===== src/rtl/maxnet_stream_loader_pkg.sv =====
// Shared definitions for the Maxnet stream loader: default sizes, FSM state
// encodings (common with the Maxnet controller) and small sizing helpers.
package maxnet_stream_loader_pkg;

    localparam int DEF_DATA_W = 32;
    localparam int DEF_N      = 4;

    typedef enum logic [1:0] {
        ST_FILL   = 2'd0,
        ST_LAUNCH = 2'd1,
        ST_WAIT   = 2'd2,
        ST_DRAIN  = 2'd3
    } state_e;

    // Index width for n elements, never narrower than one bit.
    function automatic int cnt_width(input int n);
        return (n > 1) ? $clog2(n) : 1;
    endfunction

endpackage


===== src/rtl/maxnet_stream_loader_x_vector_buffer.sv =====
// N x DATA_W register file holding the X vector; one element written per
// cycle by index, all elements cleared by the asynchronous reset.
module x_vector_buffer
    import maxnet_stream_loader_pkg::*;
#(
    parameter int DATA_W = DEF_DATA_W,
    parameter int N      = DEF_N,
    parameter int IDX_W  = cnt_width(DEF_N)
) (
    input  logic                clk,
    input  logic                rst,
    input  logic                we,
    input  logic [IDX_W-1:0]    idx,
    input  logic [DATA_W-1:0]   wdata,
    output logic [N*DATA_W-1:0] x_vec
);

    for (genvar i = 0; i < N; i++) begin : g_elem
        logic [DATA_W-1:0] elem_r;

        // Element register: load when this index is addressed, otherwise hold.
        always_ff @(posedge clk or posedge rst) begin
            if (rst) begin
                elem_r <= {DATA_W{1'b0}};
            end else if (we && (idx == IDX_W'(i))) begin
                elem_r <= wdata;
            end else begin
                elem_r <= elem_r;
            end
        end

        assign x_vec[DATA_W*i +: DATA_W] = elem_r;
    end

endmodule


===== src/rtl/maxnet_stream_loader.sv =====
// Maxnet stream loader: gathers N input words into the X vector, kicks the
// Maxnet controller, and returns its winner (or a timeout flag) downstream.
module maxnet_stream_loader
    import maxnet_stream_loader_pkg::*;
#(
    parameter int DATA_W  = DEF_DATA_W,
    parameter int N       = DEF_N,
    parameter int TIMEOUT = 255
) (
    input  logic                clk,
    input  logic                rst,
    input  logic [DATA_W-1:0]   in_data,
    input  logic                in_valid,
    output logic                in_ready,
    output logic [N*DATA_W-1:0] x_vec,
    output logic                start,
    input  logic                done_in,
    input  logic [DATA_W-1:0]   res_in,
    output logic [DATA_W-1:0]   out_data,
    output logic                out_valid,
    input  logic                out_ready,
    output logic                err
);

    localparam int CNT_W = cnt_width(N);
    localparam int TMR_W = $clog2(TIMEOUT + 1);

    state_e             state_r;
    state_e             state_next_s;
    logic [CNT_W-1:0]   cnt_r;
    logic [TMR_W-1:0]   timer_r;
    logic               buf_we_s;
    logic               last_word_s;
    logic               timer_exp_s;
    logic               cap_res_s;
    logic               cap_to_s;
    logic               drain_ack_s;
    logic               start_r;
    logic               out_valid_r;
    logic [DATA_W-1:0]  out_data_r;
    logic               err_r;

    assign last_word_s = (cnt_r == CNT_W'(N - 1));
    assign timer_exp_s = (timer_r == TMR_W'(TIMEOUT));

    x_vector_buffer #(
        .DATA_W (DATA_W),
        .N      (N),
        .IDX_W  (CNT_W)
    ) u_x_buf (
        .clk    (clk),
        .rst    (rst),
        .we     (buf_we_s),
        .idx    (cnt_r),
        .wdata  (in_data),
        .x_vec  (x_vec)
    );

    // State register.
    always_ff @(posedge clk or posedge rst) begin
        if (rst) begin
            state_r <= ST_FILL;
        end else begin
            state_r <= state_next_s;
        end
    end

    // Next-state decode.
    always_comb begin
        state_next_s = state_r;
        case (state_r)
            ST_FILL: begin
                if (buf_we_s && last_word_s) begin
                    state_next_s = ST_LAUNCH;
                end else begin
                    state_next_s = ST_FILL;
                end
            end
            ST_LAUNCH: state_next_s = ST_WAIT;
            ST_WAIT: begin
                if (cap_res_s || cap_to_s) begin
                    state_next_s = ST_DRAIN;
                end else begin
                    state_next_s = ST_WAIT;
                end
            end
            ST_DRAIN: begin
                if (drain_ack_s) begin
                    state_next_s = ST_FILL;
                end else begin
                    state_next_s = ST_DRAIN;
                end
            end
            default: state_next_s = ST_FILL;
        endcase
    end

    // Per-state strobes; done_in outranks the timeout, and is ignored in LAUNCH.
    always_comb begin
        in_ready    = 1'b0;
        buf_we_s    = 1'b0;
        cap_res_s   = 1'b0;
        cap_to_s    = 1'b0;
        drain_ack_s = 1'b0;
        case (state_r)
            ST_FILL: begin
                in_ready = 1'b1;
                buf_we_s = in_valid;
            end
            ST_WAIT: begin
                cap_res_s = done_in;
                cap_to_s  = !done_in && timer_exp_s;
            end
            ST_DRAIN:  drain_ack_s = out_ready;
            ST_LAUNCH: in_ready = 1'b0;
            default:   in_ready = 1'b0;
        endcase
    end

    // Word counter and WAIT timer (saturates at TIMEOUT).
    always_ff @(posedge clk or posedge rst) begin
        if (rst) begin
            cnt_r   <= {CNT_W{1'b0}};
            timer_r <= {TMR_W{1'b0}};
        end else begin
            if (buf_we_s) begin
                cnt_r <= last_word_s ? {CNT_W{1'b0}} : cnt_r + CNT_W'(1);
            end else begin
                cnt_r <= cnt_r;
            end
            if (state_r == ST_LAUNCH) begin
                timer_r <= {TMR_W{1'b0}};
            end else if ((state_r == ST_WAIT) && !timer_exp_s) begin
                timer_r <= timer_r + TMR_W'(1);
            end else begin
                timer_r <= timer_r;
            end
        end
    end

    // Registered outputs: start pulse and the result/handshake registers.
    always_ff @(posedge clk or posedge rst) begin
        if (rst) begin
            start_r     <= 1'b0;
            out_valid_r <= 1'b0;
            out_data_r  <= {DATA_W{1'b0}};
            err_r       <= 1'b0;
        end else begin
            start_r <= (state_next_s == ST_LAUNCH);
            if (cap_res_s) begin
                out_valid_r <= 1'b1;
                out_data_r  <= res_in;
                err_r       <= 1'b0;
            end else if (cap_to_s) begin
                out_valid_r <= 1'b1;
                out_data_r  <= {DATA_W{1'b0}};
                err_r       <= 1'b1;
            end else if (drain_ack_s) begin
                out_valid_r <= 1'b0;
            end else begin
                out_valid_r <= out_valid_r;
            end
        end
    end

    assign start     = start_r;
    assign out_valid = out_valid_r;
    assign out_data  = out_data_r;
    assign err       = err_r;

endmodule


===== config.mk =====
export PLATFORM = sky130hd
export DESIGN_NAME = maxnet_stream_loader
export DESIGN_NICKNAME = d
export VERILOG_FILES = /design/src/rtl/maxnet_stream_loader_pkg.sv /design/src/rtl/maxnet_stream_loader_x_vector_buffer.sv /design/src/rtl/maxnet_stream_loader.sv
export SDC_FILE = /design/constraint.sdc
export NUM_CORES = 1
export LEC_CHECK = 0
export CAP_MARGIN = 30
export CORE_AREA = 2 2 152 154
export DETAILED_ROUTE_END_ITERATION = 12
export DIE_AREA = 0 0 154 156
export PLACE_DENSITY = 0.55
export SYNTH_ARGS = -nofsm -noshare
export SYNTH_HDL_FRONTEND = slang
export SYNTH_HIERARCHICAL = 1
export SYNTH_SLANG_ARGS = --single-unit

===== constraint.sdc =====
create_clock -name clk -period 14.73 [get_ports clk]
set_input_delay 4.419 -clock clk [delete_from_list [all_inputs] [get_ports clk]]
set_output_delay 4.419 -clock clk [all_outputs]
set_load 0.01 [all_outputs]

[Word-level counts from Yosys, hierarchy flattened]
Cells that the tools add are included.
Word-level totals
  bits of input ports: 69
  output and inout port bits: 164
  logic and storage cells: 54
  flip-flop bits (word level): 175
Operators by class
  add/sub/neg operators: 2
  muxes and demuxes: 19
  reductions and logical operators: 14
  eq/ne operators: 8
Operators by type and width (count)
  $mux W32: 2
  $mux W8: 2
  $mux W1: 12
  $add A8 B1 Y8 const B: 1
  $eq A2 B2 Y1 const B: 4
  $eq A8 B8 Y1 const B: 1
  $pmux W2 S4: 1
  $eq A2 B1 Y1 const B: 3
  $logic_and A1 B1 Y1: 6
  $logic_not A2 Y1: 2
  $mux W2: 2
  $reduce_bool A2 Y1: 2
  $reduce_bool A3 Y1: 1
  $add A2 B1 Y2 const B: 1
  $logic_not A1 Y1: 2
  $logic_or A1 B1 Y1: 1

[Depth between registers and ports, before layout]
Gate-level depths: netlist of the first run.
  depth after elaboration: 7
  mapped depth: 7

[Modules after synthesis]
Netlist of the first run, hierarchy kept.
By module, submodules not included
  x_vector_buffer: instances 1, cells each 273, sequential area each 3203.1 µm², area each 4748.3 µm²
  maxnet_stream_loader: instances 1, cells each 148, sequential area each 1176.1 µm², area each 1876.8 µm²

[Worst setup path after synthesis of the first run]
OpenSTA, ideal clock, no wires.
  kind: input -> register
  start: input in_valid
  end: register u_x_buf.g_elem[0].elem_r[20]
  setup time: 0.125 ns
  path slack: 9.169 ns
  stages on the path: 5
  arrival: 5.436 ns
  cells stage by stage: nand2_1 inv_1 nor3b_2 buf_4 mux2_2
Between the ends
  longest elaborated chain between the ends: 2
Ends and longest elaborated chain
  start: declaration: line maxnet_stream_loader.sv:13  | input logic in_valid,
  $mux W1: line maxnet_stream_loader.sv:105  | case (state_r)
  named net buf_we_s: line maxnet_stream_loader.sv:32  | logic buf_we_s;
  $logic_and A1 B1 Y1: line maxnet_stream_loader_x_vector_buffer.sv:25  | end else if (we && (idx == IDX_W'(i))) begin
  end signal: assignment: line maxnet_stream_loader_x_vector_buffer.sv:24  | elem_r <= {DATA_W{1'b0}};
  end signal: assignment: line maxnet_stream_loader_x_vector_buffer.sv:26  | elem_r <= wdata;
  end signal: assignment: line maxnet_stream_loader_x_vector_buffer.sv:28  | elem_r <= elem_r;
  end: declaration: line maxnet_stream_loader_x_vector_buffer.sv:19  | logic [DATA_W-1:0] elem_r;
The timed path passes the listed nets, and every way through them passes these cells.
A chain may end at the register's enable or synchronous reset.

[Final worst setup path of the first run]
  start: input in_valid
  end: register u_x_buf.g_elem[0].elem_r[19]
The elaborated chain is that of the path after synthesis.

==> out/qor.txt, run 1 <==
Clock Sinks -> 175
Post-DP HPWL -> 12000 µm
Worst Path Arrival -> 6700 ps
Final Slew Violations -> 0
Yosys reg bits -> 175
Post-Syn Area -> 6630 µm²
H-tree depth -> 4
Buffers on Ports -> 232
Highest clock rate -> 0.156 GHz
Final Power -> 2.18 mW
Leakage -> 4.32 nW
CP Buf/Inv Count -> 3
TritonRoute pass-1 iters -> 4
Clock skew -> 8.51 ps
Clock tree from TritonCTS -> yes
Number of global-route vias before repair -> 4717
Critical path fanouts, max -> 17
Fill cells -> 2036
Worst-path clk slew -> 60 ps
Crit-path cells -> clkdlybuf4s50_1, nand2_1, inv_1, nor3b_4, buf_4, mux2_2
Post-CTS Hold Fix Bufs -> 0
Antenna violations before repair -> 0
Vias per cell -> 4.60
Antenna cell count -> 0
Routed wire length per instance -> 17.7 µm
Pin count of the biggest net entering global routing -> 72
Slew @ Worst Pin -> 938 ps
DP Area -> 9290 µm²
Layout cell share with drive strength beyond 1 -> 25.6%
Endpoint class of the critical path -> flip-flop
Vias after detailed routing -> 4396
Post-synthesis cell type count -> 34
Outcome -> completed
Remaining Overflow, GRT -> 0
Antenna Nets Post-Route -> 0
Fin crit share -> 43.5%
Maxcap violations -> 0
Top FF cell, synth -> dfrtp_1
Minimum clock period -> 6410 ps
Post-synth EDFFs -> 0
Area occupied by multi-input gates -> 2100 µm²
VDD IR max -> 0.0000843 V
Register area -> 4380 µm²
Final setup fails -> 0
Layout Area Growth over Synthesis -> 49.2%
Total global-route track usage -> 14.3%
Clock tree buffer depth -> 2
PwrDens -> 221 nW/µm²
# rows -> 55
Insertion delay to the later sink of the worst-skew pair -> 410 ps
Fin nets -> 731
Async set-reset flop share out of synthesis -> 100%
Core area -> 22400 µm²
DR iter-0 viols -> 237
Residual DRC -> 0
Slew Limit Headroom -> 37.3%
Syn avg cell area -> 15.7 µm²
Post-CTS sizing -> 0
Post-route cell area -> 9880 µm²
CTS buffer count -> 17
Sequential area share after synthesis -> 66.1%
Final WL -> 16900 µm
Yosys warning count -> 6
Post-CTS setup buffer count -> 0
Die Span Y -> 156 µm
Hold Vio Cnt, Final -> 0
Post-Syn Nets -> 492
CP max stage cell -> nor3b_4
Setup Crit Path Kind -> in -> reg
I/O Pins -> 233
Initial Util -> 29.6%
Crit path required time -> 15020 ps
First-pass GRT wire length -> 26900 µm
Unrepaired setup endpoints after global routing -> false
CP delay by family, top -> buffers and inverters
GP Congestion -> 0.710
Hold Path Class -> reg -> reg
Clock root buffer -> clkbuf_16
Final setup TNS -> 0 ps
Total die area -> 24000 µm²
Die X -> 154 µm
CP Launch Type -> input port
Cells after Synth -> 421
Slowest stage delay, CP -> 770 ps
through the flow:
stage / worst slack, ps / cells / utilization (%) / hold WS [ps]
after floorplan: 6900 / 421 / - / 505
after global placement: 7790 / 921 / 41.3 / 467
after detailed placement: 7810 / 925 / 41.6 / 463
after CTS: 8290 / 955 / 44.1 / 489
after global routing: 8170 / 956 / 44.2 / 503
final: 8320 / 956 / 44.2 / 491
state kept, by name (all words and copies together) (netlist names):
name and cells:
u_x_buf/g_elem.elem_r 128, out_data 32, timer_r 8, out_valid 1, err 1, state_r 2
start 1, cnt_r 2
area by class of cell:
class	count	area share (%)
Inverter	7	0.291
Clock inverter	10	1.16
Sequential cell	175	44.3
Tap cell	285	3.61
Timing Repair Buffer	242	24.8
Clock buffer	20	4.52
Multi-Input combinational cell	217	21.3
synth_stat cells, types with 2 or more instances:
library cell,instances,area [µm²]
a21o_1,2,15.0
a21oi_1,4,20.0
a22o_1,32,280
buf_2,17,85.1
buf_4,4,30.0
dfrtp_1,175,4380
ha_1,2,25.0
inv_1,7,26.3
mux2_1,2,22.5
mux2_2,128,1440
nand2_1,6,22.5
nand3_1,11,55.1
nand3b_1,2,15.0
nor2_1,3,11.3
nor3_1,4,20.0
o21ai_0,3,15.0
o21ai_2,2,17.5
per-layer routing:
| metal | global-route usage, % | up-vias | part of all wire, % |
|---|---|---|---|
| li1 | - | 2010 | - |
| met1 | 18.7 | 2219 | 45 |
| met2 | 22.8 | 155 | 47 |
| met3 | 4.78 | 12 | 7.1 |
| met4 | 3.60 | 0 | 1.0 |
| met5 | 0 | - | 0 |
worst register-to-register path: stages (launching register included):
cell,delay [ps]
dfrtp_1,510
nor2_1,230
nand2_1,140
inv_1,150
nor3b_4,770
buf_4,410
mux2_2,380
cells in the final DEF (no fill, tap or decap), types with 2 or more instances in the layout:
master           netlist  final
clkdlybuf4s50_1        0    232
dfrtp_1              175    175
mux2_2               128    128
a22o_1                32     32
clkbuf_16              0     17
nand3_1               11     10
nand2_1                6      6
inv_1                  7      5
buf_4                  4      5
a21oi_1                4      4
nor3_1                 4      4
nor2_1                 3      3
o21ai_0                3      3
clkinvlp_4             0      3
clkinv_2               0      3
buf_8                  0      3
o21ai_2                2      2
a21o_1                 2      2
ha_1                   2      2
clkbuf_1               0      2
bufinv_16              0      2
nand3b_1               2      2
mux2_1                 2      2
worst paths after layout:
| path | from | endpoint | slack (ps) | cells after the start |
|---|---|---|---|---|
| worst max register to register | state_r[0] | u_x_buf/g_elem[0].elem_r[19] | 12040 | 6 |
| worst min-delay path | out_valid | out_valid | 490 | 2 |
| worst min register to register | out_valid | out_valid | 490 | 2 |
| min in group asynchronous | rst | u_x_buf/g_elem[3].elem_r[25] | 4490 | 2 |
| max in group asynchronous | rst | u_x_buf/g_elem[0].elem_r[24] | 9200 | 4 |
| worst max-delay path | in_valid | u_x_buf/g_elem[0].elem_r[19] | 8320 | 6 |
report_power, final:
group	total (mW)	internal [mW]	switching, mW
registers	0.840	0.704	0.136
clock network	0.435	0.252	0.183
logic	0.905	0.565	0.340
total	2.18	1.52	0.658
logic make-up after synthesis:
group | share of synthesized area (%)
multiplexers | 22.1
AO/OA/AOI/OAI | 5.99
adder cells (fa/ha/maj) | 0.378
XOR/XNOR | 0.132
buffers and inverters | 2.30
flip-flops | 66.1
AND/OR/NAND/NOR | 3.00
(Power assumes the default switching activity.)
==> run 2, diff against run 1 <==
--- a/config.mk
+++ b/config.mk
@@ -9,7 +9,7 @@
 export CORE_AREA = 2 2 152 154
 export DETAILED_ROUTE_END_ITERATION = 12
 export DIE_AREA = 0 0 154 156
-export PLACE_DENSITY = 0.55
+export PLACE_DENSITY = 0.57
 export SYNTH_ARGS = -nofsm -noshare
 export SYNTH_HDL_FRONTEND = slang
 export SYNTH_HIERARCHICAL = 1
==> constraint.sdc (replaced) <==
create_clock -name clk -period 5.3 [get_ports clk]
set_input_delay 1.59 -clock clk [delete_from_list [all_inputs] [get_ports clk]]
set_output_delay 1.59 -clock clk [all_outputs]
set_load 0.01 [all_outputs]
==> out/qor.txt, run 2 (same netlist as run 1, synthesis figures left out) <==
Antenna violations before repair -> 1 (+1)
Highest clock rate -> 0.301 GHz
Number of global-route vias before repair -> 4697 (-0.42%)
H-tree depth -> 4 (unchanged)
Leakage -> 4.35 nW (+0.53%)
Total die area -> 24000 µm² (unchanged)
CP delay by family, top -> buffers and inverters
Slew @ Worst Pin -> 824 ps (-114 ps)
Endpoint class of the critical path -> primary output
Slew Limit Headroom -> 45.1% (+7.8 points)
Post-Place Cells -> 926 (+0.11%)
Pin count of the biggest net entering global routing -> 73 (+1.4%)
Max reg flops -> 128 (unchanged)
Fin worst setup slack -> 1980 ps (-6340 ps)
Clock Sinks -> 175 (unchanged)
DR iter-0 viols -> 199 (-16%)
Worst Path Arrival -> 1730 ps (-4970 ps)
Minimum clock period -> 3320 ps
Hold Vio Cnt, Final -> 0 (unchanged)
Fin util -> 44.3% (+0.13 points)
R2r startpoint -> state_r[0]
Clock root buffer -> clkbuf_16
Crit path required time -> 3710 ps (-11310 ps)
Hold Path Class -> reg -> reg
Critical path fanouts, max -> 10 (-7)
Setup Crit Path Kind -> reg -> out
CTS buffer count -> 17 (unchanged)
Combinational power share -> 40.9% (-0.6 points)
Die X -> 154 µm (unchanged)
Total global-route track usage -> 14.3% (+0.015 points)
Top reg by flops -> u_x_buf/g_elem.elem_r
Final WL -> 17100 µm (+1.2%)
Insertion delay to the later sink of the worst-skew pair -> 420 ps (about the same)
Clock tree from TritonCTS -> yes
RR Endpoint -> u_x_buf/g_elem[1].elem_r[6]
Outcome -> completed
Slowest stage delay, CP -> 570 ps (-200 ps)
Unrepaired setup endpoints after global routing -> false
Post-Place Worst Slack -> 1550 ps (-6260 ps)
I/O Pins -> 233 (unchanged)
Worst-path clk slew -> 70 ps (about the same)
Post-CTS setup buffer count -> 0 (unchanged)
First-pass GRT wire length -> 27000 µm (+0.51%)
Hold path endpoint -> out_valid
Final setup fails -> 0 (unchanged)
Sw Share -> 30.5% (+0.31 points)
CP Launch Type -> flip-flop
Initial Util -> 29.6% (unchanged)
Layout Area Growth over Synthesis -> 49.6%
Vias after detailed routing -> 4453 (+1.3%)
Commonest non-fill, non-tap cell in the layout -> clkdlybuf4s50_1
VDD IR max -> 0.000232 V (+180%)
Post-CTS sizing -> 0 (unchanged)
Final setup TNS -> 0 ps (unchanged)
Most frequent cells in the layout -> clkdlybuf4s50_1, dfrtp_1, mux2_2, a22o_1, clkbuf_16
Post-route cell area -> 9910 µm² (+0.30%)
# rows -> 55 (unchanged)
DP Area -> 9310 µm² (+0.13%)
Crit-path cells -> nor2_1, clkdlybuf4s50_1
Clock skew -> 8.47 ps (-0.0342 ps)
R2R depth -> 6 (unchanged)
Antenna Nets Post-Route -> 0 (unchanged)
Vias per cell -> 4.65 (+1.1%)
PwrDens -> 619 nW/µm² (+180%)
Switching power total -> 1.87 mW (+180%)
Maxcap violations -> 0 (unchanged)
Reg power frac -> 38.1% (-0.4 points)
P_int -> 4.26 mW (+180%)
Antenna cell count -> 0 (unchanged)
Core area -> 22400 µm² (unchanged)
CP Buf/Inv Count -> 1 (-2)
R2r setup slk -> 2890 ps (-9150 ps)
Clk pwr share -> 21.0% (+1.0 points)
Residual DRC -> 0 (unchanged)
GP Congestion -> 0.788 (+11%)
Final Slew Violations -> 0 (unchanged)
Post-DP HPWL -> 12000 µm (about the same)
Hold path startpoint -> out_valid
Layout cell share with drive strength beyond 1 -> 26.0% (+0.37 points)
Fill cells -> 2004 (-1.6%)
Buffers on Ports -> 232 (unchanged)
Remaining Overflow, GRT -> 0 (unchanged)
Clock tree buffer depth -> 2 (unchanged)
Fin crit share -> 62.7%
Hold path cells -> 2 (unchanged)
Die Span Y -> 156 µm (unchanged)
CP max stage cell -> clkdlybuf4s50_1
Post-CTS Hold Fix Bufs -> 0 (unchanged)
Fin nets -> 731 (unchanged)
TritonRoute pass-1 iters -> 4 (unchanged)
Cell Count, Final, Fillers Out -> 958 (+0.21%)
Routed wire length per instance -> 17.9 µm (+0.95%)
==> run 2: cell count changes in the layout (fill, tap and decap cells not counted), sizes merged <==
cell      change
clkinv        -1
clkinvlp      -2
inv           +5
==> run 2: worst reg2reg max path: cells and delay by family, from the launching register on <==
kind          cells  cell delay, ps
buf+inv           2             560
flops             1             510
mux               1             290
simple gates      3             920
==> run 2: stage by stage <==
stage / hold WS, ps / total power, mW
detailed placement: 472 / 4.89
global route: 515 / 6.47
global placement: 463 / 4.83
CTS: 488 / 6.22
finish: 483 / 6.13
floorplan: 505 / 3.37
==> run 2: how the worst max path moves through the flow <==
stage,from,to,slack [ps],depth (start not counted)
2_1_floorplan,rst,u_x_buf/g_elem[0].elem_r[0],300,1
3_3_place_gp,in_valid,u_x_buf/g_elem[1].elem_r[19],1590,6
3_5_place_dp,in_valid,u_x_buf/g_elem[1].elem_r[6],1550,6
4_1_cts,state_r[0],in_ready,1950,2
5_1_grt,state_r[0],in_ready,1890,2
6_report,state_r[0],in_ready,1980,2
==> run 2: final cells by class <==
| type | count | area (µm²) | area share, % |
|---|---|---|---|
| Inverter | 7 | 28.8 | 0.290 |
| Clock inverter | 12 | 150 | 1.51 |
| Timing Repair Buffer | 242 | 2440 | 24.6 |
| Clock buffer | 20 | 457 | 4.61 |
| Tap cell | 285 | 357 | 3.60 |
| Sequential cell | 175 | 4380 | 44.2 |
| Multi-Input combinational cell | 217 | 2100 | 21.2 |
==> run 2: layer usage <==
layer	up-vias	GRT usage, %	part of all wire (%)
li1	2001	-	-
met1	2272	17.9	45
met2	166	23.4	47
met3	12	4.92	6.6
met4	2	4.23	1.3
met5	-	0	0.076
==> run 2: power groups by stage <==
stage / logic [mW] / registers, mW / clock network, mW
final: 2.51 / 2.34 / 1.29
after CTS: 2.55 / 2.34 / 1.33
after detailed placement: 2.53 / 2.36 / 0
after global placement: 2.48 / 2.34 / 0
after floorplan: 0.803 / 2.56 / 0
after global routing: 2.66 / 2.42 / 1.39
